--- config.mk ---
export PLATFORM = sky130hd
export DESIGN_NAME = uart_rx_ctrl
export DESIGN_NICKNAME = d
export VERILOG_FILES = /design/src/rtl/uart_pkg.sv /design/src/rtl/uart_rx_ctrl.sv
export SDC_FILE = /design/constraint.sdc
export NUM_CORES = 1
export LEC_CHECK = 0
export ABC_AREA = 1
export BUFFER_PORTS_ARGS = -buffer_cell sky130_fd_sc_hd__buf_2
export CAP_MARGIN = 10
export CORE_UTILIZATION = 40
export DETAILED_ROUTE_END_ITERATION = 7
export GPL_ROUTABILITY_DRIVEN = 1
export HOLD_SLACK_MARGIN = 0.1
export PLACE_DENSITY = 0.73
export SLEW_MARGIN = 20
export SYNTH_ARGS = -nofsm -noshare
export SYNTH_HDL_FRONTEND = slang
export SYNTH_SLANG_ARGS = --single-unit
--- constraint.sdc ---
create_clock -name clk -period 2.4 [get_ports clk]
set_input_delay 0 -clock clk [delete_from_list [all_inputs] [get_ports clk]]
set_output_delay 0 -clock clk [all_outputs]
set_load 0.1 [all_outputs]
--- src/rtl/uart_pkg.sv ---
// Shared UART RX definitions: FSM state encoding and timing constants.
// Pure declarations; no logic or latency of its own.
package uart_pkg;

    localparam int unsigned MIN_PRESCALE = 8;
    localparam int unsigned SMP_OFFSET   = 2;

    typedef enum logic [2:0] {
        IDLE   = 3'd0,
        START  = 3'd1,
        DATA   = 3'd2,
        PARITY = 3'd3,
        STOP   = 3'd4
    } rx_state_e;

endpackage

--- src/rtl/uart_rx_ctrl.sv ---
// UART RX sequencing FSM: drives counter/sampler enables, per-bit checker strobes and frame verdict.
// All outputs registered (1-cycle latency from the decoded edge); no backpressure, line-rate driven.
module uart_rx_ctrl
    import uart_pkg::*;
#(
    parameter int DATA_WIDTH = 8,
    parameter int PRESC_W    = 6,
    parameter int BITC_W     = 4
) (
    input  logic               clk,
    input  logic               reset,
    input  logic               rx_in,
    input  logic               par_en,
    input  logic [PRESC_W-1:0] Prescale,
    input  logic [PRESC_W-1:0] edge_cnt,
    input  logic [BITC_W-1:0]  bit_cnt,
    input  logic               strt_glitch,
    input  logic               par_err,
    input  logic               stp_err,
    output logic               cnt_en,
    output logic               samp_en,
    output logic               deser_en,
    output logic               strt_chk_en,
    output logic               par_chk_en,
    output logic               stp_chk_en,
    output logic               data_valid,
    output logic               frame_error
);

    localparam logic [BITC_W-1:0] LAST_DATA = BITC_W'(DATA_WIDTH);

    function automatic logic at_edge(input logic [PRESC_W-1:0] cnt,
                                     input logic [PRESC_W-1:0] target);
        return cnt == target;
    endfunction

    rx_state_e          state_q, state_d;
    logic               par_en_q, par_en_d;
    logic               par_flag_q, par_flag_d;
    logic               cnt_en_q, cnt_en_d;
    logic               deser_q, deser_d;
    logic               strt_q, strt_d;
    logic               par_q, par_d;
    logic               stp_q, stp_d;
    logic               dv_q, dv_d;
    logic               fe_q, fe_d;

    logic [PRESC_W-1:0] smp_e, pre_smp_e, dec_e, end_e;
    logic               presc_ok;

    // Strobes are decoded one edge early so the registered pulse lines up with SMP
    // and the checkers' registered results are ready by the SMP+1 verdict.
    assign smp_e     = (Prescale >> 1) + PRESC_W'(SMP_OFFSET);
    assign pre_smp_e = smp_e - PRESC_W'(1);
    assign dec_e     = smp_e + PRESC_W'(1);
    assign end_e     = Prescale - PRESC_W'(1);
    assign presc_ok  = (Prescale >= PRESC_W'(MIN_PRESCALE));

    always_comb begin
        state_d    = state_q;
        par_en_d   = par_en_q;
        par_flag_d = par_flag_q;
        deser_d    = 1'b0;
        strt_d     = 1'b0;
        par_d      = 1'b0;
        stp_d      = 1'b0;
        dv_d       = 1'b0;
        fe_d       = 1'b0;
        case (state_q)
            IDLE: begin
                if (!rx_in && presc_ok) begin
                    state_d    = START;
                    par_en_d   = par_en;
                    par_flag_d = 1'b0;
                end
            end
            START: begin
                strt_d = at_edge(edge_cnt, pre_smp_e);
                if (at_edge(edge_cnt, end_e)) state_d = strt_glitch ? IDLE : DATA;
            end
            DATA: begin
                deser_d = at_edge(edge_cnt, pre_smp_e);
                if (at_edge(edge_cnt, end_e) && bit_cnt == LAST_DATA)
                    state_d = par_en_q ? PARITY : STOP;
            end
            PARITY: begin
                par_d = at_edge(edge_cnt, pre_smp_e);
                if (at_edge(edge_cnt, end_e)) begin
                    par_flag_d = par_err;
                    state_d    = STOP;
                end
            end
            STOP: begin
                stp_d = at_edge(edge_cnt, pre_smp_e);
                if (at_edge(edge_cnt, dec_e)) begin
                    dv_d    = !par_flag_q && !stp_err;
                    fe_d    = par_flag_q || stp_err;
                    state_d = IDLE;
                end
            end
            default: state_d = IDLE;
        endcase
        cnt_en_d = (state_d != IDLE);
    end

    always_ff @(posedge clk) begin
        if (reset) begin
            state_q    <= IDLE;
            par_en_q   <= 1'b0;
            par_flag_q <= 1'b0;
            cnt_en_q   <= 1'b0;
            deser_q    <= 1'b0;
            strt_q     <= 1'b0;
            par_q      <= 1'b0;
            stp_q      <= 1'b0;
            dv_q       <= 1'b0;
            fe_q       <= 1'b0;
        end else begin
            state_q    <= state_d;
            par_en_q   <= par_en_d;
            par_flag_q <= par_flag_d;
            cnt_en_q   <= cnt_en_d;
            deser_q    <= deser_d;
            strt_q     <= strt_d;
            par_q      <= par_d;
            stp_q      <= stp_d;
            dv_q       <= dv_d;
            fe_q       <= fe_d;
        end
    end

    assign cnt_en      = cnt_en_q;
    assign samp_en     = cnt_en_q;
    assign deser_en    = deser_q;
    assign strt_chk_en = strt_q;
    assign par_chk_en  = par_q;
    assign stp_chk_en  = stp_q;
    assign data_valid  = dv_q;
    assign frame_error = fe_q;

endmodule

; Word-level counts from Yosys, hierarchy flattened
; Index checks and enable logic that the tools add are counted.
[op_classes]
n_addsub = 4
muxes = 11
bitwise_logic = 5
eq_ne = 10
n_reduce_logical = 17
order_cmp = 1
[op_table]
columns = operator, n
row1 = == test 6 bit, 3
row2 = two-way mux 3 bit, 6
row3 = case mux 3 bit (5 select lines), 1
row4 = subtractor 6 x 1 -> 6 bit (second input constant), 2
row5 = OR reduction 2 bit, 4
row6 = adder 5 x 2 -> 6 bit (second input constant), 1
row7 = adder 6 x 1 -> 6 bit (second input constant), 1
row8 = == test 3 x 2 -> 1 bit (second input constant), 2
row9 = >= comparator 6 x 4 -> 1 bit (second input constant), 1
row10 = inverter 1 bit, 5
row11 = == test 4 bit (second input constant), 1
row12 = != test 2 bit (second input constant), 2
row13 = == test 3 x 1 -> 1 bit (second input constant), 1
row14 = == test 3 bit (second input constant), 1
row15 = logical AND 1 bit, 3
row16 = logical NOT 1 bit, 3
row17 = logical NOT 3 bit, 1
row18 = AND reduction 3 bit, 1
row19 = nonzero test 3 bit, 1
row20 = OR reduction 3 bit, 1
row21 = two-way mux 1 bit, 2
row22 = two-way mux 2 bit, 1
row23 = case mux 1 bit (2 select lines), 1
row24 = AND reduction 2 bit, 1
row25 = other kinds (2), 2
[word_totals]
register_bits = 12
out_inout_bits = 8
word_cells = 58
in_bits = 23

; Depth between registers and ports, before layout
; Gate-level depths: netlist of the first run.
[depth]
ltp_word = 6
mapped_depth = 17
mapped_depth_nobuf = 17

; Least setup slack after synthesis of the first run
; Ideal clock, no wire load.
[synth_path]
kind = reg-to-output
startpoint = reg cnt_en_q (netlist: cnt_en)
endpoint = out samp_en
arrival_ps = 1356
slack_ps = 1044
path_stages_with_launch = 2
required_ps = 2400
path_buffers = 1
path_cell_list = dfxtp_1 > buf_4
[synth_rtl]
columns = element, line
row1 = start: declaration, uart_rx_ctrl.sv:40  ; logic cnt_en_q, cnt_en_d;
row2 = start signal: assignment, uart_rx_ctrl.sv:122  ; cnt_en_q <= cnt_en_d;
row3 = end: declaration, uart_rx_ctrl.sv:21  ; output logic samp_en,
; No word-level cell between the ends.

; Worst setup path in the final report of the first run
[layout_path]
startpoint = in Prescale[1]
endpoint = reg cnt_en_q (netlist: cnt_en)
[layout_between]
elab_chain_len = 6
elab_cells_between_ends = 15
cone_classes = add/sub (3) / order compare (1) / eq/ne (2) / mux (6) / reduce/logical (3)
[layout_lines]
columns = element, line
row1 = start: declaration, uart_rx_ctrl.sv:14  ; input logic [PRESC_W-1:0] Prescale,
row2 = adder 5 x 2 -> 6 bit or subtractor 6 x 1 -> 6 bit (tied branches), "uart_rx_ctrl.sv:53, uart_rx_ctrl.sv:56"
row3 = adder 6 x 1 -> 6 bit or == test 6 bit (tied branches), "uart_rx_ctrl.sv:55, uart_rx_ctrl.sv:34"
row4 = == test 6 bit or logical AND 1 bit (tied branches), "uart_rx_ctrl.sv:34, uart_rx_ctrl.sv:83"
row5 = "two-way mux 3 bit, on equally long branches", "uart_rx_ctrl.sv:95, uart_rx_ctrl.sv:83"
row6 = case mux 3 bit (5 select lines) (*), uart_rx_ctrl.sv:69  ; case (state_q)
row7 = nonzero test 3 bit (*), uart_rx_ctrl.sv:103  ; cnt_en_d = (state_d != IDLE);
; Mark *: on every way between the ends. The rest lies on a longest branch, timed or not.
; A chain may end at the register's enable or synchronous reset.

==> impl_results.html, run 1 <==
<table>
<tr><th>Metric</th><th>Value</th></tr>
<tr><th colspan="2">Yosys</th></tr>
<tr><td>Warnings from Yosys</td><td>0</td></tr>
<tr><td>Mean instance size in the synthesized netlist</td><td>6.18 um^2</td></tr>
<tr><td>Count of state elements after synthesis</td><td>12</td></tr>
<tr><td>Mapped cell area</td><td>1240 um^2</td></tr>
<tr><td>Synthesized netlist cell count</td><td>200</td></tr>
<tr><td>Distinct cell type count of the synthesized netlist</td><td>30</td></tr>
<tr><td>Post-Syn Nets</td><td>232</td></tr>
<tr><td>Sequential cell area fraction in the yosys report</td><td>about a fifth</td></tr>
<tr><th colspan="2">Clock tree</th></tr>
<tr><td>CTS clk-pin slew, worst paths</td><td>70 ps</td></tr>
<tr><td>Number of sinks handled by clock tree synthesis</td><td>12</td></tr>
<tr><td>Post-CTS setup buffer count</td><td>0</td></tr>
<tr><td>Source-to-sink clock delay at the later pin of the worst-skew pair</td><td>around 270 ps</td></tr>
<tr><td>CTS tree</td><td>yes</td></tr>
<tr><td>H-tree levels</td><td>1</td></tr>
<tr><td>Clk buf depth</td><td>2</td></tr>
<tr><td>Root buf cell</td><td>sky130_fd_sc_hd__clkbuf_4</td></tr>
<tr><td>Cts bufs inserted</td><td>3</td></tr>
<tr><th colspan="2">Timing</th></tr>
<tr><td>RSZ-0062 raised after global routing</td><td>false</td></tr>
<tr><td>Shortest clock period the worst path allows after layout</td><td>1420 ps</td></tr>
<tr><td>Highest achievable clock rate</td><td>a little over 0.7 GHz</td></tr>
<tr><td>Max-slew violation count</td><td>0</td></tr>
<tr><td>Final TNS setup</td><td>0 ps</td></tr>
<tr><td>Final Cycle Share</td><td>a little under 60%</td></tr>
<tr><td>Tightest Pin Transition</td><td>522 ps</td></tr>
<tr><td>Setup-violating endpoint count in the final report</td><td>0</td></tr>
<tr><td>Post-Route Skew</td><td>3.79 ps</td></tr>
<tr><td>Max-slew headroom at the worst pin</td><td>64.9%</td></tr>
<tr><td>Count of endpoints failing hold in the final timing report</td><td>0</td></tr>
<tr><th colspan="2">Worst setup path</th></tr>
<tr><td>Peak per-stage delay on the critical path</td><td>310 ps</td></tr>
<tr><td>Endpoint type of the worst setup path</td><td>flop</td></tr>
<tr><td>Worst path arrival time</td><td>1570 ps</td></tr>
<tr><td>Crit Reg-Reg Endpoint</td><td>par_flag_q</td></tr>
<tr><td>Cell occurring most often along the worst timing path</td><td>sky130_fd_sc_hd__nand2_1</td></tr>
<tr><td>End point of the critical path</td><td>cnt_en</td></tr>
<tr><td>Crit path launch type</td><td>input pin</td></tr>
<tr><td>Setup slack on the worst flop-to-flop path</td><td>1070 ps</td></tr>
<tr><td>Worst reg-to-reg path cell count</td><td>6</td></tr>
<tr><td>Origin of the worst setup path</td><td>Prescale[1]</td></tr>
<tr><td>Class of the most critical setup path</td><td>input pin to flop</td></tr>
<tr><td>Ordered cell list for the critical path</td><td>buf_2 &gt; inv_1 &gt; ha_1 &gt; nand2_1 &gt; inv_1 &gt; nor2_1 &gt; nand2_1 &gt; nor2_1 &gt; nand2_1 &gt; nor3_4 &gt; nand3_1 &gt; nand2_1 &gt; nand2_1 &gt; nand2_1 &gt; nand3_1</td></tr>
<tr><td>Slowest cell on crit path</td><td>sky130_fd_sc_hd__ha_1</td></tr>
<tr><td>Required time reported for the critical path endpoint</td><td>around 2600 ps</td></tr>
<tr><td>Start of the worst register-to-register path</td><td>state_q[1]</td></tr>
<tr><td>Critical Path Fanout Max</td><td>5</td></tr>
<tr><th colspan="2">Layout</th></tr>
<tr><td>Layout-stage area growth over the synthesis result</td><td>19.1%</td></tr>
<tr><td>Net count reported at finish</td><td>268</td></tr>
<tr><td>Antenna diodes</td><td>0</td></tr>
<tr><td>Number of standard cells in the layout, taps in and fillers out</td><td>266</td></tr>
<tr><td>Share of layout cells above drive strength 1</td><td>24.3%</td></tr>
<tr><th colspan="2">Flow run</th></tr>
<tr><td>Number of violations of the max-capacitance limit</td><td>0</td></tr>
<tr><th colspan="2">Run status</th></tr>
<tr><td>Violated checks</td><td>design-rule violations</td></tr>
<tr><td>Status</td><td>finished, violations left</td></tr>
<tr><th colspan="2">Die</th></tr>
<tr><td>Core Box Area</td><td>between 2000 and 3000 um^2</td></tr>
<tr><td>Starting density of the core</td><td>43.3%</td></tr>
<tr><td>Die ar.</td><td>3320 um^2</td></tr>
<tr><td>Count of standard-cell rows</td><td>19</td></tr>
<tr><td>Die Span X</td><td>57.6 um</td></tr>
<tr><td>Die outline height</td><td>57.6 um</td></tr>
<tr><td>Boundary Pins</td><td>31</td></tr>
<tr><th colspan="2">Drt</th></tr>
<tr><td>Number of DRC markers in iteration 0</td><td>56</td></tr>
<tr><td>Initial DRT Pass Iterations</td><td>6</td></tr>
<tr><td>Antenna viol nets, final</td><td>0</td></tr>
<tr><td>Routed wire length</td><td>2570 um</td></tr>
<tr><td>DRC viols</td><td>2</td></tr>
<tr><td>DR WL/cell</td><td>9.67 um</td></tr>
<tr><td>Via count of the routed design</td><td>1249</td></tr>
<tr><td>Post-detailed-route via-to-cell ratio</td><td>between 4 and 5</td></tr>
<tr><th colspan="2">Placement</th></tr>
<tr><td>Count of input and output buffers</td><td>30</td></tr>
<tr><td>Instance count after placement with tap cells included</td><td>259</td></tr>
<tr><td>Final weighted congestion in routability-driven placement</td><td>0.892</td></tr>
<tr><td>Half-perimeter wire length after placement</td><td>2160 um</td></tr>
<tr><th colspan="2">Pwr</th></tr>
<tr><td>Cell leakage power</td><td>0.854 nW</td></tr>
<tr><td>Pwr Total</td><td>0.000563 W</td></tr>
<tr><td>Power density over cell area</td><td>about 380 nW/um^2</td></tr>
<tr><td>IR drop worst, VDD</td><td>0.000240 V</td></tr>
<tr><th colspan="2">Min path</th></tr>
<tr><td>HP Start</td><td>reset</td></tr>
<tr><td>Min-delay worst type</td><td>input pin to flop</td></tr>
<tr><th colspan="2">GRT</th></tr>
<tr><td>Total Routing Usage GR</td><td>16.6%</td></tr>
<tr><td>GR Overflow Total</td><td>0</td></tr>
<tr><td>Wire length of the first global-routing pass</td><td>4310 um</td></tr>
<tr><td>Antenna violations before repair</td><td>0</td></tr>
<tr><td>Via count of the first global-routing pass</td><td>1025</td></tr>
<tr><td>Pin count of the biggest net entering global routing</td><td>10</td></tr>
</table>
==> layout by cell type, fill, tap and decap left out, types with 3 or more instances in the layout <==
| master | instances |
|---|---|
| sky130_fd_sc_hd__nand2_1 | 65 |
| sky130_fd_sc_hd__buf_2 | 30 |
| sky130_fd_sc_hd__inv_1 | 28 |
| sky130_fd_sc_hd__nor2_1 | 18 |
| sky130_fd_sc_hd__nand3_1 | 14 |
| sky130_fd_sc_hd__dfxtp_1 | 12 |
| sky130_fd_sc_hd__ha_1 | 9 |
| sky130_fd_sc_hd__inv_2 | 6 |
| sky130_fd_sc_hd__xor2_1 | 6 |
| sky130_fd_sc_hd__nand2_2 | 5 |
| sky130_fd_sc_hd__nand4_1 | 5 |
| sky130_fd_sc_hd__a21oi_1 | 4 |
| sky130_fd_sc_hd__nor3_1 | 3 |
| sky130_fd_sc_hd__o21ai_0 | 3 |
| sky130_fd_sc_hd__clkbuf_4 | 3 |
| sky130_fd_sc_hd__dlygate4sd3_1 | 3 |
==> repair_timing <==
item | CTS | global route
hold buffers | 3 | 0
hold endpoints to repair | 4 | 0
gates resized for setup | 0 | 0
==> Yosys cell counts (all sizes together) <==
cell | count | share of area, %
clkinv | 1 | 0.30
ha | 9 | 9.1
a31o | 1 | 0.71
xnor2 | 2 | 1.4
nand3b | 3 | 2.8
a21oi | 6 | 3.0
nor2 | 19 | 6.0
buf | 2 | 1.5
inv | 35 | 11
o21ai | 4 | 1.9
nand4 | 5 | 2.5
nor3 | 5 | 3.3
nor4 | 2 | 1.0
nand2 | 72 | 24
nand3 | 15 | 7.1
dfxtp | 12 | 19
xor2 | 6 | 4.3
a21boi | 1 | 0.61
==> flip-flops by register name, indices dropped and copies added (netlist names) <==
signal / count
state_q: 3
cnt_en: 1
data_valid: 1
deser_en: 1
frame_error: 1
par_chk_en: 1
par_en_q: 1
par_flag_q: 1
stp_chk_en: 1
strt_chk_en: 1
==> how the worst min path moves through the flow <==
stage,cells past startpoint,slack [ps],endpoint
global route,4,130,par_flag_q
CTS,4,100,par_flag_q
detailed placement,2,190,data_valid
global placement,2,190,data_valid
finish,4,100,par_flag_q
floorplan,1,70,data_valid
==> routing by layer <==
layer | vias to the layer above | part of all wire [%] | global-route usage [%]
met5 | - | 0 | 0
met2 | 29 | 45 | 27.4
li1 | 688 | - | -
met3 | 0 | 4.2 | 4.08
met4 | 0 | 0 | 2.44
met1 | 532 | 50 | 22.4
==> cells by family after synthesis <==
kind of cell | after synthesis | synth area share, %
buf+inv | 38 | 12.7
flops | 12 | 19.4
fa+ha+maj | 9 | 9.11
compound gates | 12 | 6.28
simple gates | 121 | 46.9
xor+xnor | 8 | 5.67
==> where the power goes <==
group          leakage (nW)  internal, W  switching (W)
Combinational         0.735    0.0000691       0.000128
Clock                0.0210    0.0000921      0.0000645
Sequential           0.0976     0.000205     0.00000425
Total                 0.854     0.000366       0.000196
==> layout make-up <==
type	instances	area, um^2
Tap cell	31	38.8
Multi-Input combinational cell	150	840
Fill cell	282	1380
Sequential cell	12	240
Clock buffer	4	36.3
Timing Repair Buffer	33	180
Inverter	36	138
==> worst max-delay path, delay by kind of cell <==
kind                     cells  cell delay [ps]
adder cells (fa/ha/maj)      1              310
AND/OR/NAND/NOR             11              990
buffers and inverters        3              280
==> stage by stage <==
step                setup slack, ps  hold WS [ps]  util (%)  instance area (um^2)
global placement                743           187      49.3                  1410
floorplan                      1040          70.4         -                  1240
CTS                             986           104      51.6                  1470
global route                    781           129      51.6                  1470
finish                          984          99.1      51.6                  1470
detailed placement              704           186      49.3                  1410
No activity file was read; power rests on OpenSTA's default activity.
==> run 2, diff against run 1 <==
Settings changed: PLACE_DENSITY 0.73 to 0.75.
Clock period 2.4 ns to 1.18 ns, I/O delays scaled along.
==> run 2 against run 1 <==
  * Sequential share of layout area down 3.4 points
  * Largest power group is now combinational logic
  * The flow finishes with violations (design-rule violations, negative setup slack)
  * Final area up 28%
  * Clock skew about the same
  * Critical endpoint is now deser_en
  * Core utilization up 15 points
  * Critical path type unchanged
  * Highest routed layer is now met4
  * Global-route usage up 3.7 points
  * Register-to-register slack worse by 1100 ps
  * Critical path depth down 6
  * Sequential power up 100%
  * Total power up 130%
  * Clock power up 110%
  * First-iteration DRC count down 43%
==> impl_results.html, run 2 (synthesis gave the netlist of run 1 again) <==
<table>
<tr><th>Metric</th><th>Value</th></tr>
<tr><th colspan="2">Drt</th></tr>
<tr><td>Routed wire length</td><td>3060 um (+19%)</td></tr>
<tr><td>Wl on met1</td><td>1350 um (+4.7%)</td></tr>
<tr><td>DR WL/cell</td><td>10.3 um (+6.8%)</td></tr>
<tr><td>Antenna viol nets, final</td><td>0 (unchanged)</td></tr>
<tr><td>DRC viols</td><td>2 (unchanged)</td></tr>
<tr><td>WL met2</td><td>1510 um (+29%)</td></tr>
<tr><td>Post-detailed-route via-to-cell ratio</td><td>4.71 (+0.37%)</td></tr>
<tr><td>Met3 Routed Length</td><td>157 um (+45%)</td></tr>
<tr><td>Number of DRC markers in iteration 0</td><td>32 (-43%)</td></tr>
<tr><td>Uppermost layer routed</td><td>met4</td></tr>
<tr><td>Via count of the routed design</td><td>1395 (+12%)</td></tr>
<tr><td>Initial DRT Pass Iterations</td><td>8 (+2)</td></tr>
<tr><th colspan="2">Layout</th></tr>
<tr><td>Number of inserted filler cells in the final layout</td><td>248 (-12%)</td></tr>
<tr><td>Layout-stage area growth over the synthesis result</td><td>52.6%</td></tr>
<tr><td>Antenna diodes</td><td>0 (unchanged)</td></tr>
<tr><td>Leading cell types in the layout, fill and taps excluded</td><td>sky130_fd_sc_hd__nand2_1 (60), sky130_fd_sc_hd__buf_4 (30), sky130_fd_sc_hd__inv_1 (27)</td></tr>
<tr><td>Number of flip-flops in the largest register</td><td>3 (unchanged)</td></tr>
<tr><td>Most common cell after layout, fill and taps aside</td><td>sky130_fd_sc_hd__nand2_1</td></tr>
<tr><td>Net count reported at finish</td><td>298 (+11%)</td></tr>
<tr><td>Share of layout cells above drive strength 1</td><td>43.0% (+19 points)</td></tr>
<tr><td>Register ranked first by flip-flop count</td><td>state_q</td></tr>
<tr><th colspan="2">Timing</th></tr>
<tr><td>Max-slew headroom at the worst pin</td><td>67.8% (+3.0 points)</td></tr>
<tr><td>Final Cycle Share</td><td>105%</td></tr>
<tr><td>RSZ-0062 raised after global routing</td><td>true</td></tr>
<tr><td>Max-slew violation count</td><td>0 (unchanged)</td></tr>
<tr><td>Shortest clock period the worst path allows after layout</td><td>1240 ps</td></tr>
<tr><td>Final setup slack of the worst path</td><td>-58.3 ps (-1040 ps)</td></tr>
<tr><td>Highest achievable clock rate</td><td>0.808 GHz</td></tr>
<tr><td>Setup-violating endpoint count in the final report</td><td>6 (+6)</td></tr>
<tr><td>Post-Route Skew</td><td>3.39 ps (-0.400 ps)</td></tr>
<tr><td>Hold_ws</td><td>137 ps (+37.9 ps)</td></tr>
<tr><td>Tightest Pin Transition</td><td>486 ps (-36.2 ps)</td></tr>
<tr><td>Count of endpoints failing hold in the final timing report</td><td>0 (unchanged)</td></tr>
<tr><th colspan="2">Worst setup path</th></tr>
<tr><td>Worst path arrival time</td><td>1460 ps (-110 ps)</td></tr>
<tr><td>Required time reported for the critical path endpoint</td><td>1400 ps (-1160 ps)</td></tr>
<tr><td>Start of the worst register-to-register path</td><td>state_q[1]</td></tr>
<tr><td>Slowest cell on crit path</td><td>sky130_fd_sc_hd__nor4_2</td></tr>
<tr><td>Crit Reg-Reg Endpoint</td><td>par_flag_q</td></tr>
<tr><td>Cell occurring most often along the worst timing path</td><td>sky130_fd_sc_hd__buf_4</td></tr>
<tr><td>Ordered cell list for the critical path</td><td>buf_6 &gt; buf_4 &gt; ha_2 &gt; xnor2_2 &gt; xor2_1 &gt; nor4_2 &gt; buf_4 &gt; nand3_4 &gt; nor2_4</td></tr>
<tr><td>Critical Path Fanout Max</td><td>4 (-1)</td></tr>
<tr><td>Endpoint type of the worst setup path</td><td>flop</td></tr>
<tr><td>Setup slack on the worst flop-to-flop path</td><td>-40 ps (-1110 ps)</td></tr>
<tr><td>Worst reg-to-reg path cell count</td><td>6 (unchanged)</td></tr>
<tr><td>Cell family contributing the most delay on the critical path</td><td>simple AND/OR/NAND/NOR gates</td></tr>
<tr><td>Crit path launch type</td><td>input pin</td></tr>
<tr><td>Peak per-stage delay on the critical path</td><td>330 ps (+20 ps)</td></tr>
<tr><td>Number of buffer and inverter stages on the critical path</td><td>3 (unchanged)</td></tr>
<tr><td>Class of the most critical setup path</td><td>input pin to flop</td></tr>
<tr><th colspan="2">Pwr</th></tr>
<tr><td>Cell leakage power</td><td>1.03 nW (+20%)</td></tr>
<tr><td>IR drop worst, VDD</td><td>0.000372 V (+55%)</td></tr>
<tr><td>Power density over cell area</td><td>691 nW/um^2 (+81%)</td></tr>
<tr><td>Pwr Total</td><td>0.00130 W (+130%)</td></tr>
<tr><th colspan="2">Clock tree</th></tr>
<tr><td>Root buf cell</td><td>sky130_fd_sc_hd__clkbuf_4</td></tr>
<tr><td>Source-to-sink clock delay at the later pin of the worst-skew pair</td><td>270 ps (about the same)</td></tr>
<tr><td>CTS tree</td><td>yes</td></tr>
<tr><td>H-tree levels</td><td>1 (unchanged)</td></tr>
<tr><td>Clk buf depth</td><td>2 (unchanged)</td></tr>
<tr><td>CTS clk-pin slew, worst paths</td><td>70 ps (about the same)</td></tr>
<tr><td>Number of sinks handled by clock tree synthesis</td><td>12 (unchanged)</td></tr>
<tr><td>Cts bufs inserted</td><td>3 (unchanged)</td></tr>
<tr><th colspan="2">Die</th></tr>
<tr><td>Core Box Area</td><td>2850 um^2 (unchanged)</td></tr>
<tr><td>Boundary Pins</td><td>31 (unchanged)</td></tr>
<tr><td>Die ar.</td><td>3320 um^2 (unchanged)</td></tr>
<tr><td>Starting density of the core</td><td>43.3% (unchanged)</td></tr>
<tr><td>Die outline height</td><td>57.6 um (unchanged)</td></tr>
<tr><td>Count of standard-cell rows</td><td>19 (unchanged)</td></tr>
<tr><td>Die Span X</td><td>57.6 um (unchanged)</td></tr>
<tr><th colspan="2">Run status</th></tr>
<tr><td>Status</td><td>finished, violations left</td></tr>
<tr><td>Violated checks</td><td>design-rule violations, negative setup slack</td></tr>
<tr><th colspan="2">GRT</th></tr>
<tr><td>Via count of the first global-routing pass</td><td>1268 (+24%)</td></tr>
<tr><td>Wire length of the first global-routing pass</td><td>5220 um (+21%)</td></tr>
<tr><td>Antenna violations before repair</td><td>0 (unchanged)</td></tr>
<tr><td>GR Overflow Total</td><td>0 (unchanged)</td></tr>
<tr><td>Pin count of the biggest net entering global routing</td><td>8 (-2)</td></tr>
<tr><td>Total Routing Usage GR</td><td>20.3% (+3.7 points)</td></tr>
<tr><th colspan="2">Placement</th></tr>
<tr><td>Pre-CTS worst setup slack</td><td>-472 ps (-1180 ps)</td></tr>
<tr><td>Final weighted congestion in routability-driven placement</td><td>0.845 (-5.2%)</td></tr>
<tr><td>Half-perimeter wire length after placement</td><td>2420 um (+12%)</td></tr>
<tr><td>Count of input and output buffers</td><td>30 (unchanged)</td></tr>
<tr><th colspan="2">Min path</th></tr>
<tr><td>HP Start</td><td>edge_cnt[5]</td></tr>
<tr><td>Hold endpoint</td><td>strt_chk_en</td></tr>
<tr><td>Worst hold stages</td><td>4 (unchanged)</td></tr>
<tr><td>Min-delay worst type</td><td>input pin to flop</td></tr>
<tr><th colspan="2">Flow run</th></tr>
<tr><td>Number of violations of the max-capacitance limit</td><td>0 (unchanged)</td></tr>
</table>
run 2: changes by cell type in the layout (fill, tap and decap cells not counted), moves of 3 or more:
cell	before	now
sky130_fd_sc_hd__nand2_2	5	10
sky130_fd_sc_hd__nor2_2	1	6
sky130_fd_sc_hd__nand2_1	65	60
sky130_fd_sc_hd__ha_1	9	2
sky130_fd_sc_hd__ha_4	0	4
sky130_fd_sc_hd__nor2_1	18	12
sky130_fd_sc_hd__nand3_2	0	3
sky130_fd_sc_hd__ha_2	0	3
sky130_fd_sc_hd__buf_2	30	26
sky130_fd_sc_hd__buf_4	0	30
sky130_fd_sc_hd__nand3_1	14	10
run 2: worst max path at each step:
stage                      startpoint       end  slack (ps)  depth (start not counted)
after global placement    Prescale[1]    cnt_en        -420                         15
final                     Prescale[2]  deser_en         -60                          9
after CTS                 Prescale[1]    cnt_en         -30                         15
after floorplan           Prescale[1]    cnt_en        -120                         14
after global routing      Prescale[2]    cnt_en        -150                         15
after detailed placement  Prescale[1]    cnt_en        -470                         15
run 2: repair_timing:
item                                    CTS  global route
hold buffers                              4             0
pin swaps                                19             9
gates resized for setup                  17            23
buffers inserted                          1             0
endpoints found under the setup margin   11            12
hold endpoints to repair                  4             0
run 2: per-layer routing:
| layer | global-route usage (%) | vias up |
|---|---|---|
| met5 | 0 | - |
| met4 | 5.92 | 0 |
| met3 | 4.08 | 4 |
| met2 | 35.5 | 42 |
| met1 | 24.9 | 597 |
| li1 | - | 752 |
run 2: area by class of cell:
class / count / area [um^2] / area share, %
repair buffers: 63 / 438 / 23.2
clock buffers: 4 / 36.3 / 1.92
well taps: 31 / 38.8 / 2.06
flip-flops and latches: 12 / 243 / 12.9
multi-input cells: 150 / 971 / 51.5
inverters: 36 / 160 / 8.49
run 2: worst reg2reg max path, stage by stage (launching register included):
cell	delay, ps
sky130_fd_sc_hd__dfxtp_1	330
sky130_fd_sc_hd__inv_1	70
sky130_fd_sc_hd__nor3_1	360
sky130_fd_sc_hd__nand2_1	150
sky130_fd_sc_hd__nand2_2	100
sky130_fd_sc_hd__o21ai_2	60
sky130_fd_sc_hd__a21oi_2	90
run 2: metrics by stage:
step,util [%],cells,setup TNS [ps],cell area (um^2)
3_5_place_dp,58.1,287,-4510,1660
3_3_place_gp,58.1,287,-4070,1660
5_1_grt,66.1,296,-1060,1890
6_report,66.1,296,-260,1890
2_1_floorplan,-,200,-325,1280
4_1_cts,63.4,296,-27.5,1810
run 2: power by group:
part / leakage [nW] / total, W / switching (W) / internal [W]
combinational: 0.906 / 0.000554 / 0.000319 / 0.000235
clock: 0.0210 / 0.000323 / 0.000136 / 0.000188
sequential: 0.0981 / 0.000427 / 0.00000848 / 0.000419
total: 1.03 / 0.00130 / 0.000463 / 0.000841
